[config.mk]
export PLATFORM = sky130hd
export DESIGN_NAME = dshot_rx
export DESIGN_NICKNAME = d
export VERILOG_FILES = /design/src/rtl/dshot_pkg.sv /design/src/rtl/sync_2ff.sv /design/src/rtl/dshot_rx.sv
export SDC_FILE = /design/constraint.sdc
export NUM_CORES = 1
export LEC_CHECK = 0
export CAP_MARGIN = 15
export CORE_ASPECT_RATIO = 1.1
export CORE_MARGIN = 4
export CORE_UTILIZATION = 60
export CTS_BUF_LIST = sky130_fd_sc_hd__clkbuf_2 sky130_fd_sc_hd__clkbuf_4 sky130_fd_sc_hd__clkbuf_8
export CTS_CLUSTER_SIZE = 14
export DETAILED_ROUTE_END_ITERATION = 7
export GPL_TIMING_DRIVEN = 0
export PLACE_DENSITY = 0.9
export SKIP_CTS_REPAIR_TIMING = 1
export SLEW_MARGIN = 25
export SYNTH_ARGS = -nofsm -noshare
export SYNTH_HDL_FRONTEND = slang
export SYNTH_SLANG_ARGS = --single-unit
[constraint.sdc]
create_clock -name i_sys_clk -period 2.18 [get_ports i_sys_clk]
set_clock_uncertainty 0.05 [all_clocks]
set_input_delay 0.218 -clock i_sys_clk [delete_from_list [all_inputs] [get_ports i_sys_clk]]
set_output_delay 0.218 -clock i_sys_clk [all_outputs]
set_load 0.03 [all_outputs]
[src/rtl/dshot_pkg.sv]
// Shared DSHOT definitions: frame layout, CRC helper and receiver state type.
package dshot_pkg;

  localparam int unsigned DSHOT_FRAME_BITS = 16;
  localparam int unsigned DSHOT_THR_W      = 11;
  localparam int unsigned DSHOT_CRC_W      = 4;
  localparam int unsigned DSHOT_PAYLOAD_W  = DSHOT_THR_W + 1;

  typedef struct packed {
    logic [DSHOT_THR_W-1:0] throttle;
    logic                   telem;
    logic [DSHOT_CRC_W-1:0] crc;
  } dshot_frame_t;

  typedef enum logic [1:0] {IDLE, HIGH, LOW, CHECK} dshot_rx_state_t;

  // Nibble-wise XOR of the 12-bit payload (throttle + telemetry).
  function automatic logic [DSHOT_CRC_W-1:0] dshot_crc(input logic [DSHOT_PAYLOAD_W-1:0] v);
    return v[3:0] ^ v[7:4] ^ v[11:8];
  endfunction

endpackage

[src/rtl/sync_2ff.sv]
// Generic two-flop synchronizer for a single asynchronous level.
module sync_2ff #(
  parameter logic RST_VAL = 1'b0
) (
  input  logic clk_i,
  input  logic rst_i,
  input  logic d_i,
  output logic q_o
);

  logic meta_q;
  logic sync_q;

  always_ff @(posedge clk_i) begin
    if (rst_i) begin
      meta_q <= RST_VAL;
      sync_q <= RST_VAL;
    end else begin
      meta_q <= d_i;
      sync_q <= meta_q;
    end
  end

  assign q_o = sync_q;

endmodule

[src/rtl/dshot_rx.sv]
// DSHOT frame receiver: pulse-width bit decode, gap framing and CRC check.
// Define DSHOT_RX_BIDIR_EN for bidirectional DSHOT (idle-high line, inverted CRC).
module dshot_rx
  import dshot_pkg::*;
#(
  parameter int unsigned CLK_FREQ_HZ = 72_000_000,
  parameter int unsigned DSHOT_KBPS  = 600
) (
  input  logic                   i_sys_clk,
  input  logic                   i_rst,
  input  logic                   i_enable,
  input  logic                   i_line,
  output logic                   o_valid,
  output logic [DSHOT_THR_W-1:0] o_throttle,
  output logic                   o_telem,
  output logic                   o_crc_err,
  output logic                   o_frame_err,
  output logic                   o_busy
);

  localparam int unsigned BIT_CLKS = CLK_FREQ_HZ / (DSHOT_KBPS * 1000);
  localparam int unsigned GAP_CLKS = 2 * BIT_CLKS;
  localparam int unsigned CNT_W    = $clog2(GAP_CLKS + 1);
  localparam int unsigned BC_W     = $clog2(DSHOT_FRAME_BITS + 1);

  localparam logic [CNT_W-1:0] GAP_MAX    = CNT_W'(GAP_CLKS);
  localparam logic [CNT_W-1:0] ONE_MIN    = CNT_W'(BIT_CLKS / 2);
  localparam logic [CNT_W-1:0] GLITCH_MAX = CNT_W'(BIT_CLKS / 8);
  localparam logic [CNT_W-1:0] HIGH_LAST  = CNT_W'(BIT_CLKS - 1);
  localparam logic [CNT_W-1:0] LOW_LAST   = CNT_W'((3 * BIT_CLKS) / 2 - 1);
  localparam logic [BC_W-1:0]  BITS_FULL  = BC_W'(DSHOT_FRAME_BITS);

`ifdef DSHOT_RX_BIDIR_EN
  localparam logic                   IDLE_LVL = 1'b1;
  localparam logic [DSHOT_CRC_W-1:0] CRC_XOR  = 4'hF;
`else
  localparam logic                   IDLE_LVL = 1'b0;
  localparam logic [DSHOT_CRC_W-1:0] CRC_XOR  = 4'h0;
`endif

  logic line_s;

  sync_2ff #(
    .RST_VAL (IDLE_LVL)
  ) u_sync (
    .clk_i (i_sys_clk),
    .rst_i (i_rst),
    .d_i   (i_line),
    .q_o   (line_s)
  );

  dshot_rx_state_t              state_q;
  logic                         act_q;
  logic [CNT_W-1:0]             cnt_q;
  logic [CNT_W-1:0]             gap_q;
  logic [CNT_W-1:0]             gap_d;
  logic [BC_W-1:0]              bit_cnt_q;
  logic [DSHOT_FRAME_BITS-1:0]  shreg_q;
  logic                         valid_q;
  logic                         crc_err_q;
  logic                         frame_err_q;
  logic                         busy_q;
  logic [DSHOT_THR_W-1:0]       throttle_q;
  logic                         telem_q;

  logic         act_c;
  logic         act_rise_c;
  logic         act_fall_c;
  logic         gap_armed_c;
  logic         crc_ok_c;
  dshot_frame_t frame_c;

  // Line polarity folding, edge detect and the consecutive-inactive gap counter.
  always_comb begin
    act_c       = line_s ^ IDLE_LVL;
    act_rise_c  = act_c & ~act_q;
    act_fall_c  = ~act_c & act_q;
    gap_armed_c = (gap_q == GAP_MAX);
    frame_c     = shreg_q;
    crc_ok_c    = ((dshot_crc({frame_c.throttle, frame_c.telem}) ^ CRC_XOR) == frame_c.crc);
    gap_d       = gap_q;
    if (act_c || (state_q == CHECK)) begin
      gap_d = '0;
    end else if (gap_q != GAP_MAX) begin
      gap_d = gap_q + CNT_W'(1);
    end
  end

  always_ff @(posedge i_sys_clk) begin
    if (i_rst) begin
      state_q     <= IDLE;
      act_q       <= 1'b0;
      cnt_q       <= '0;
      gap_q       <= '0;
      bit_cnt_q   <= '0;
      shreg_q     <= '0;
      valid_q     <= 1'b0;
      crc_err_q   <= 1'b0;
      frame_err_q <= 1'b0;
      busy_q      <= 1'b0;
      throttle_q  <= '0;
      telem_q     <= 1'b0;
    end else begin
      act_q       <= act_c;
      gap_q       <= gap_d;
      valid_q     <= 1'b0;
      crc_err_q   <= 1'b0;
      frame_err_q <= 1'b0;
      if (!i_enable) begin
        state_q   <= IDLE;
        busy_q    <= 1'b0;
        cnt_q     <= '0;
        bit_cnt_q <= '0;
      end else begin
        unique case (state_q)
          IDLE: begin
            if (act_rise_c && gap_armed_c) begin
              state_q   <= HIGH;
              busy_q    <= 1'b1;
              cnt_q     <= '0;
              bit_cnt_q <= '0;
            end
          end
          HIGH: begin
            if (act_fall_c) begin
              if (cnt_q < GLITCH_MAX) begin
                state_q     <= IDLE;
                busy_q      <= 1'b0;
                frame_err_q <= 1'b1;
              end else begin
                shreg_q   <= {shreg_q[DSHOT_FRAME_BITS-2:0], (cnt_q >= ONE_MIN)};
                bit_cnt_q <= bit_cnt_q + BC_W'(1);
                cnt_q     <= '0;
                state_q   <= LOW;
              end
            end else if (cnt_q == HIGH_LAST) begin
              state_q     <= IDLE;
              busy_q      <= 1'b0;
              frame_err_q <= 1'b1;
            end else begin
              cnt_q <= cnt_q + CNT_W'(1);
            end
          end
          LOW: begin
            // Results are registered on entry so the strobe is high during CHECK.
            if (bit_cnt_q == BITS_FULL) begin
              state_q <= CHECK;
              if (crc_ok_c) begin
                valid_q    <= 1'b1;
                throttle_q <= frame_c.throttle;
                telem_q    <= frame_c.telem;
              end else begin
                crc_err_q <= 1'b1;
              end
            end else if (act_rise_c) begin
              state_q <= HIGH;
              cnt_q   <= '0;
            end else if (cnt_q == LOW_LAST) begin
              state_q     <= IDLE;
              busy_q      <= 1'b0;
              frame_err_q <= 1'b1;
            end else begin
              cnt_q <= cnt_q + CNT_W'(1);
            end
          end
          CHECK: begin
            state_q   <= IDLE;
            busy_q    <= 1'b0;
            cnt_q     <= '0;
            bit_cnt_q <= '0;
          end
          default: begin
            state_q <= IDLE;
            busy_q  <= 1'b0;
          end
        endcase
      end
    end
  end

  assign o_valid     = valid_q;
  assign o_throttle  = throttle_q;
  assign o_telem     = telem_q;
  assign o_crc_err   = crc_err_q;
  assign o_frame_err = frame_err_q;
  assign o_busy      = busy_q;

endmodule

# Word level (Yosys, flattened, before mapping)

Cells that the tools add are included.
W data, S select, Z words.

Memories kept: 0
Bits in registers: 58
Input port bits: 4
Latch bits: 0
Bits in writable memories: 0
Output and inout bits: 16
Logic and storage cells: 100
ROM bits: 0

Equal/unequal tests: 21
$mul: 0
Order comparisons: 2
Div/mod/pow operators: 0
Reduce and logical (&&, ||, !) cells: 13
Mux-type cells: 37
$add $sub $neg: 3
Shift operators: 0
Bitwise gates (word level): 10

Operators by type and width:

| cell                  | number |
|---|---|
| $mux W8               | 7 |
| $pmux W8 S4           | 1 |
| $add A8 B1 Y8 const B | 2 |
| $eq A8 B8 Y1 const B  | 2 |
| $mux W1               | 15 |
| $mux W5               | 3 |
| $ne A3 B3 Y1 const B  | 5 |
| $pmux W5 S3           | 1 |
| $mux W2               | 7 |
| $ne A2 B2 Y1 const B  | 6 |
| $reduce_and A4 Y1     | 3 |
| $eq A8 B7 Y1 const B  | 1 |
| $ge A8 B6 Y1 const B  | 1 |
| $lt A8 B4 Y1 const B  | 1 |
| $ne A8 B8 Y1 const B  | 1 |
| $pmux W2 S4           | 1 |
| $xor A4 B4 Y4         | 2 |
| $not A1 Y1            | 6 |
| $reduce_and A6 Y1     | 1 |
| $add A5 B1 Y5 const B | 1 |
| $eq A5 B5 Y1 const B  | 1 |
| $reduce_and A5 Y1     | 1 |
| $eq A2 B2 Y1 const B  | 2 |
| $eq A4 B4 Y1          | 1 |
| 12 further kinds      | 14 |

# Logic depth before layout (Yosys ltp)

Gate-level depths: netlist of run 1.

Word-level depth: 5
Gate-level depth with buffers: 8
Gate-level depth less buffers: 7

# By module

Synthesis of run 1 repeated with hierarchy kept, for this count alone.

Cells, all modules: 330
Area, all modules: 2956.6 um^2

By module, submodules not included:

| module   | cells an instance | sequential area each (um^2) | instances | area each (um^2) |
|---|---|---|---|---|
| dshot_rx | 326               | 1121.1                      | 1         | 2904.0 |
| sync_2ff | 4                 | 40.0                        | 1         | 52.6 |

# Least setup slack after synthesis of run 1

Ideal clock, no wire load.

Kind: register to register
Start point: register gap_q[0]
End point: register cnt_q[2]
Setup time: 0.135 ns
Setup slack: 0.284 ns
Required time: 1.995 ns
Clock period less this slack: 1.896 ns
Buffers on the path: 0
Arrival time: 1.711 ns
Cell stages (with the launch flop): 8
Path through: dfxtp_1 > inv_1 > ha_1 > nand4bb_4 > o31ai_4 > o211ai_1 > o311ai_0 > o41ai_1

Word-level cells in the longest chain between the ends: 4

Ends and longest elaborated chain:

| what                        | line            | RTL |
|---|---|---|
| start: declaration          | dshot_rx.sv:55  | `logic [CNT_W-1:0] gap_q;` |
| start signal: assignment    | dshot_rx.sv:105 | `gap_q <= gap_d;` |
| $eq A8 B8 Y1                | dshot_rx.sv:78  | `gap_armed_c = (gap_q == GAP_MAX);` |
| $logic_and A1 B1 Y1         | dshot_rx.sv:117 | `if (act_rise_c && gap_armed_c) begin` |
| $ne A2 B2 Y1 (no line)      | --              |  |
| $reduce_and A5 Y1 (no line) | --              |  |
| end signal: assignment      | dshot_rx.sv:141 | `cnt_q <= cnt_q + CNT_W'(1);` |
| end signal: assignment      | dshot_rx.sv:163 | `cnt_q <= cnt_q + CNT_W'(1);` |
| end: declaration            | dshot_rx.sv:54  | `logic [CNT_W-1:0] cnt_q;` |

No other way between the ends.
A chain may end at the register's enable or synchronous reset.

# Worst setup path in the final report of run 1

Start point: register gap_q[0]
End point: register busy_q (netlist: o_busy)

Word-level cells in the longest chain between the ends: 4

Ends and longest elaborated chain:

| what                        | line            | RTL |
|---|---|---|
| $eq A8 B8 Y1                | dshot_rx.sv:78  |  |
| $logic_and A1 B1 Y1         | dshot_rx.sv:117 |  |
| $ne A2 B2 Y1 (no line)      | --              |  |
| $reduce_and A6 Y1 (no line) | --              |  |
| end signal: assignment      | dshot_rx.sv:111 | `busy_q <= 1'b0;` |
| end signal: assignment      | dshot_rx.sv:119 | `busy_q <= 1'b1;` |
| end signal: assignment      | dshot_rx.sv:128 | `busy_q <= 1'b0;` |
| end: declaration            | dshot_rx.sv:62  | `logic busy_q;` |

No other way between the ends.

==> flow_summary.ini, run 1 <==
[timing]
finalSetupViolCount = 0
maxSlewHeadroom_pct = 60.72
hold_viol = 0
fmax_mhz = 477.4
finalCritPeriodShare_pct = 96.09
min_period_ns = 2.095
slew_violations = 0
worst_pin_slew_ns = 0.5866
hold_ws_ns = 0.3997
finalSetupTns_ns = 0
worst_slack_ns = 0.08513

[power]
power_frac_clock_pct = 52.4
p_sw_share_pct = 20.11
switching_power_mw = 0.4809
intPower_mw = 1.911
ir_worst_vdd_mv = 0.5115
power.share.sequential_pct = 44.9
power_mw = 2.392
pwr-share-comb_pct = 2.7
power_density_nw_per_um2 = 683.7
p_leak_nw = 1.335

[final_layout]
multi_input_area_um2 = 1650
register_area_um2 = 1164
final.fill_count = 317
nets = 362
final_common_cell = dfxtp_1
drive_gt1_share_pct = 12.50
fin_util_pct = 75.20
area_delta_synth_final_pct = 20.52
final_cells = 408
antenna_cells = 0
final_area_um2 = 3498
layout_common_cells = 56 x dfxtp_1, 32 x nor2_1, 30 x mux2i_1, 25 x nand2b_1, 19 x clkdlybuf4s50_1

[drt]
ant_nets = 0
totalWireLength_um = 6385
num_vias = 2392
firstDrtPassIters = 4
drc_errors = 0
drtIter0Drc = 123
wl_per_cell_um = 15.65
viasPerCell = 5.863

[synth]
ys_warn_count = 0
syn_nets = 325
synth_ff_type = dfxtp_1
syn_area_um2 = 2903
async_reset_ff_share_pct = 0
synth_edf_count = 0
avgSynthCellArea_um2 = 9.364
synthCells = 310
synth_cell_type_count = 50
yosysSeqAreaShare_pct = 40.00
ys_ff_latch = 58

[clock_network]
clkSlewWorstSetupHoldPaths_ns = 0.07
cts-htree-levels = 3
clock_path_buffers = 2
cts_tree = built
root_buffer = clkbuf_8
cts_sinks = 58
clock_latency_ns = 0.34
numCtsBuffers = 9

[global_route]
grt_pass1_vias = 2329
overflow = 0
grt_max_degree = 11
antenna_found_initial = 0
gr-usage-all-layers_pct = 22.61
grt_pass1_wl_um = 10460

[run_status]
status = completed

[placement]
place_congestion = 0.8905
place_area_um2 = 3163
numPortBuffers = 19
dp_cells = 385
pre_cts_ws_ns = -0.02746
dp_hpwl_um = 4346

[setup_path]
path_max_fanout = 4
worstSetupPathType = reg -> reg
start_kind = register
crit_path_top_delay_cell = a2111oi_1
end_kind = register
crit_required_ns = 2.40
crit_chain = inv_1 > ha_2 > nand4bb_4 > o31ai_4 > buf_4 > o21ai_1 > a2111oi_1 > mux2i_1
max_stage_delay_ns = 0.37
worstPathArrival_ns = 2.31

[floorplan]
core_um2 = 4652
dieArea_um2 = 6016
fp.dieW_um = 74.32
std_cell_rows = 26
initial_utilization_pct = 62.40
ios = 20
die_height_um = 80.95

[worst_hold_path]
worstHoldPathType = reg -> reg

[flow_run]
maxCapViolCount = 0
==> routing by layer <==
metal / track usage, % / part of all wire [%] / vias up
met1: 27.65 / 43 / 1148
met3: 4.332 / 4.5 / 15
li1: - / - / 1162
met2: 37.59 / 50 / 67
met5: 0 / 0 / -
met4: 11.39 / 2.3 / 0
==> cell usage after synthesis, drive strengths merged (2+ instances only) <==
cell	number	share of area, %
nand2b	26	5.7
nand3b	2	0.52
o211ai	4	1.0
a211oi	2	0.52
buf	5	1.7
o311ai	2	0.60
and4b	2	0.69
inv	10	1.3
o31ai	3	1.2
nor2	33	4.3
xor2	8	2.4
nand2	13	1.8
mux2i	30	10
nor3	9	1.6
ha	11	4.7
clkbuf	9	1.2
xnor2	13	3.9
a21oi	10	1.9
nor3b	2	0.52
o211a	2	0.69
nand3	11	2.1
nand4	8	1.7
nor4	3	0.86
o41ai	3	0.91
nor2b	5	1.1
dfxtp	58	40
or3	3	0.65
o21ai	8	1.4
and4	2	0.60
and3	3	0.65
==> power groups by stage <==
| stage | registers [mW] | logic [mW] | clock network, mW |
|---|---|---|---|
| final | 1.07 | 0.0642 | 1.25 |
| after detailed placement | 1.10 | 0.0625 | 0 |
| after global routing | 1.07 | 0.0712 | 1.31 |
| after floorplan | 1.10 | 0.0436 | 0 |
| after global placement | 1.10 | 0.0598 | 0 |
| after CTS | 1.07 | 0.0628 | 1.26 |
==> critical path, delay by kind of cell, from the launching register on <==
kind | cells | cell delay, ns
adder cells (fa/ha/maj) | 1 | 0.21
multiplexers | 1 | 0.25
buffers and inverters | 2 | 0.28
AND/OR/NAND/NOR | 1 | 0.14
flip-flops | 1 | 0.34
AO/OA/AOI/OAI | 3 | 0.76
==> registers in the layout, summed over array words and instances (netlist names) <==
signal	flops
o_crc_err	1
u_sync.meta_q	1
o_valid	1
frame_c	16
cnt_q	8
u_sync.q_o	1
act_q	1
o_frame_err	1
bit_cnt_q	5
o_busy	1
o_telem	1
state_q	2
gap_q	8
o_throttle	11
==> cell families after synthesis <==
| family | share of synthesized area, % |
|---|---|
| xor gates and xnor gates | 6.336 |
| muxes | 10.34 |
| DFF | 40.00 |
| buffers and inverters | 4.138 |
| and+or+nand+nor | 24.83 |
| AOI/OAI and AO/OA | 9.612 |
| adders and majority gates | 4.741 |
==> path summary, 6_finish.rpt <==
| check | start | to | slack, ns | depth (start not counted) |
|---|---|---|---|---|
| worst max-delay path | gap_q[0]$_SDFFE_PP0P_ | o_busy$_SDFFE_PP0P_ | 0.09 | 8 |
| worst max register to register | gap_q[0]$_SDFFE_PP0P_ | o_busy$_SDFFE_PP0P_ | 0.09 | 8 |
| worst min-delay path | u_sync.meta_q$_SDFF_PP0_ | u_sync.q_o$_SDFF_PP0_ | 0.40 | 1 |
| worst min register to register | u_sync.meta_q$_SDFF_PP0_ | u_sync.q_o$_SDFF_PP0_ | 0.40 | 1 |
==> area by class of cell <==
class	count	area share, %
clock inverters	5	2.861
inverters	10	1.073
repair buffers	26	6.938
clock buffers	11	4.328
flip-flops and latches	58	33.26
well taps	56	2.003
multi-input cells	228	47.17
plain buffers	14	2.361
Note: power is estimated with default switching activity, not from simulation.
==> inputs of run 2 (changes only) <==
Settings changed: CORE_MARGIN 4 to 1.5, CTS_CLUSTER_DIAMETER set to 80.
==> run 2 against run 1 <==
  * Clock power fell by 20%
  * Combinational power rose by 3%
  * Via count shrank 1.8%
  * Register-to-register slack lost 0.04 ns
  * Sequential power about the same
  * Maximum frequency fell by 1.9%
  * Worst setup slack worse by 0.041 ns
  * Utilization shrank 1.4 points
  * Clock-buffer cell count did not move
  * First-iteration DRC count unchanged
  * Power fell by 10%
  * Cell count is 0.49% lower
==> flow_summary.ini, run 2 (synthesized netlist as in run 1, its figures left out) <==
[setup_path]
crit_required_ns = 2.34
start_kind = register
worstPathArrival_ns = 2.30
end_kind = register
path_max_fanout = 8
crit_path_top_delay_cell = dfxtp_1
worstSetupPathType = reg -> reg
crit_top_cell = buf_4
max_stage_delay_ns = 0.35
crit_chain = inv_2 > ha_2 > nand4bb_4 > o31ai_4 > buf_6 > o211ai_1 > buf_4 > buf_4 > o31ai_1 > a21oi_1

[flow_run]
maxCapViolCount = 0

[final_layout]
final_cells = 406
drive_gt1_share_pct = 11.43
largest_reg_flops = 16
nets = 360
final_common_cell = dfxtp_1
antenna_cells = 0
layout_common_cells = 57 x dfxtp_1, 32 x nor2_1, 30 x mux2i_1, 25 x nand2b_1, 19 x clkdlybuf4s50_1
area_delta_synth_final_pct = 18.23

[timing]
finalCritPeriodShare_pct = 97.98
fmax_mhz = 468.2
hold_viol = 0
slew_violations = 0
min_period_ns = 2.136
finalSetupViolCount = 0
maxSlewHeadroom_pct = 65.75
worst_pin_slew_ns = 0.5137
hold_ws_ns = 0.3775

[clock_network]
numCtsBuffers = 9
cts_tree = built
cts-htree-levels = 3
clock_path_buffers = 2
root_buffer = clkbuf_8
cts_sinks = 58
clkSlewWorstSetupHoldPaths_ns = 0.07
clock_latency_ns = 0.35

[placement]
dp_hpwl_um = 4176
place_congestion = 0.8654
dp_cells = 385
numPortBuffers = 19

[drt]
totalWireLength_um = 6191
num_vias = 2349
firstDrtPassIters = 4
drtIter0Drc = 123
drc_errors = 0
ant_nets = 0
viasPerCell = 5.786
wl_per_cell_um = 15.25

[floorplan]
core_um2 = 4652
std_cell_rows = 26
dieArea_um2 = 5265
ios = 20
die_height_um = 75.95
initial_utilization_pct = 62.40
fp.dieW_um = 69.32

[power]
p_leak_nw = 1.298
power_density_nw_per_um2 = 625.1
ir_worst_vdd_mv = 0.4654

[global_route]
antenna_found_initial = 0
gr-usage-all-layers_pct = 24.83
overflow = 0
grt_max_degree = 11
grt_pass1_wl_um = 10400
grt_pass1_vias = 2246

[worst_hold_path]
worstHoldPathType = in -> reg

[run_status]
status = completed
run 2: power breakdown:
group | total, mW | switching [mW] | internal, mW
Clock | 1.00 | 0.438 | 0.567
Sequential | 1.07 | 0.00777 | 1.07
Combinational | 0.0661 | 0.0380 | 0.0281
Total | 2.15 | 0.484 | 1.66
run 2: path summary, 6_finish.rpt:
kind	startpoint	to	slack (ns)	cells after the start
hold / removal	i_line	u_sync.meta_q$_SDFF_PP0_	0.38	2
setup / recovery	gap_q[0]$_SDFFE_PP0P_	cnt_q[6]$_SDFFE_PP0P_	0.04	10
setup reg to reg	gap_q[0]$_SDFFE_PP0P_	cnt_q[6]$_SDFFE_PP0P_	0.04	10
hold reg to reg	u_sync.meta_q$_SDFF_PP0_	u_sync.q_o$_SDFF_PP0_	0.41	1
run 2: metrics by stage:
step	cell area [um2]	TNS [ns]	power (mW)	util, %	worst slack [ns]
after floorplan	2903	0	1.139	-	0.2837
after global placement	3163	-0.004328	1.157	67.99	-0.004328
after detailed placement	3163	-0.2203	1.160	67.99	-0.08922
after CTS	3362	-0.2972	2.147	72.27	-0.1094
after global routing	3432	-0.03668	2.200	73.78	-0.03041
final	3432	0	2.145	73.78	0.04403
run 2: per-layer routing:
metal | vias to the layer above | routed length [um] | part of all wire [%] | track usage [%]
li1 | 1158 | - | - | -
met1 | 1110 | 2752 | 44 | 31.40
met2 | 66 | 3028 | 49 | 38.94
met3 | 15 | 275 | 4.4 | 4.920
met4 | 0 | 135 | 2.2 | 14.90
met5 | - | 0 | 0 | 0
run 2: final cells by class:
type / count / area, um2
Buffer: 14 / 82.58
Tap cell: 56 / 70.07
Inverter: 10 / 37.54
Clock buffer: 11 / 145.1
Timing Repair Buffer: 24 / 231.5
Fill cell: 320 / 1220
Multi-Input combinational cell: 228 / 1649
Clock inverter: 5 / 53.80
Sequential cell: 58 / 1162
run 2: critical path, delay by kind of cell, from the launching register on:
family | cells | cell delay [ns]
AND/OR/NAND/NOR | 1 | 0.14
buffers and inverters | 4 | 0.56
flip-flops | 1 | 0.35
adder cells (fa/ha/maj) | 1 | 0.20
AO/OA/AOI/OAI | 4 | 0.69
==> inputs of run 3 (changes only) <==
Settings changed: ABC_CLOCK_PERIOD_IN_PS set to 2180.
==> results of run 3 <==
Same layout as run 2: the final DEF is identical, and so are final timing and power.
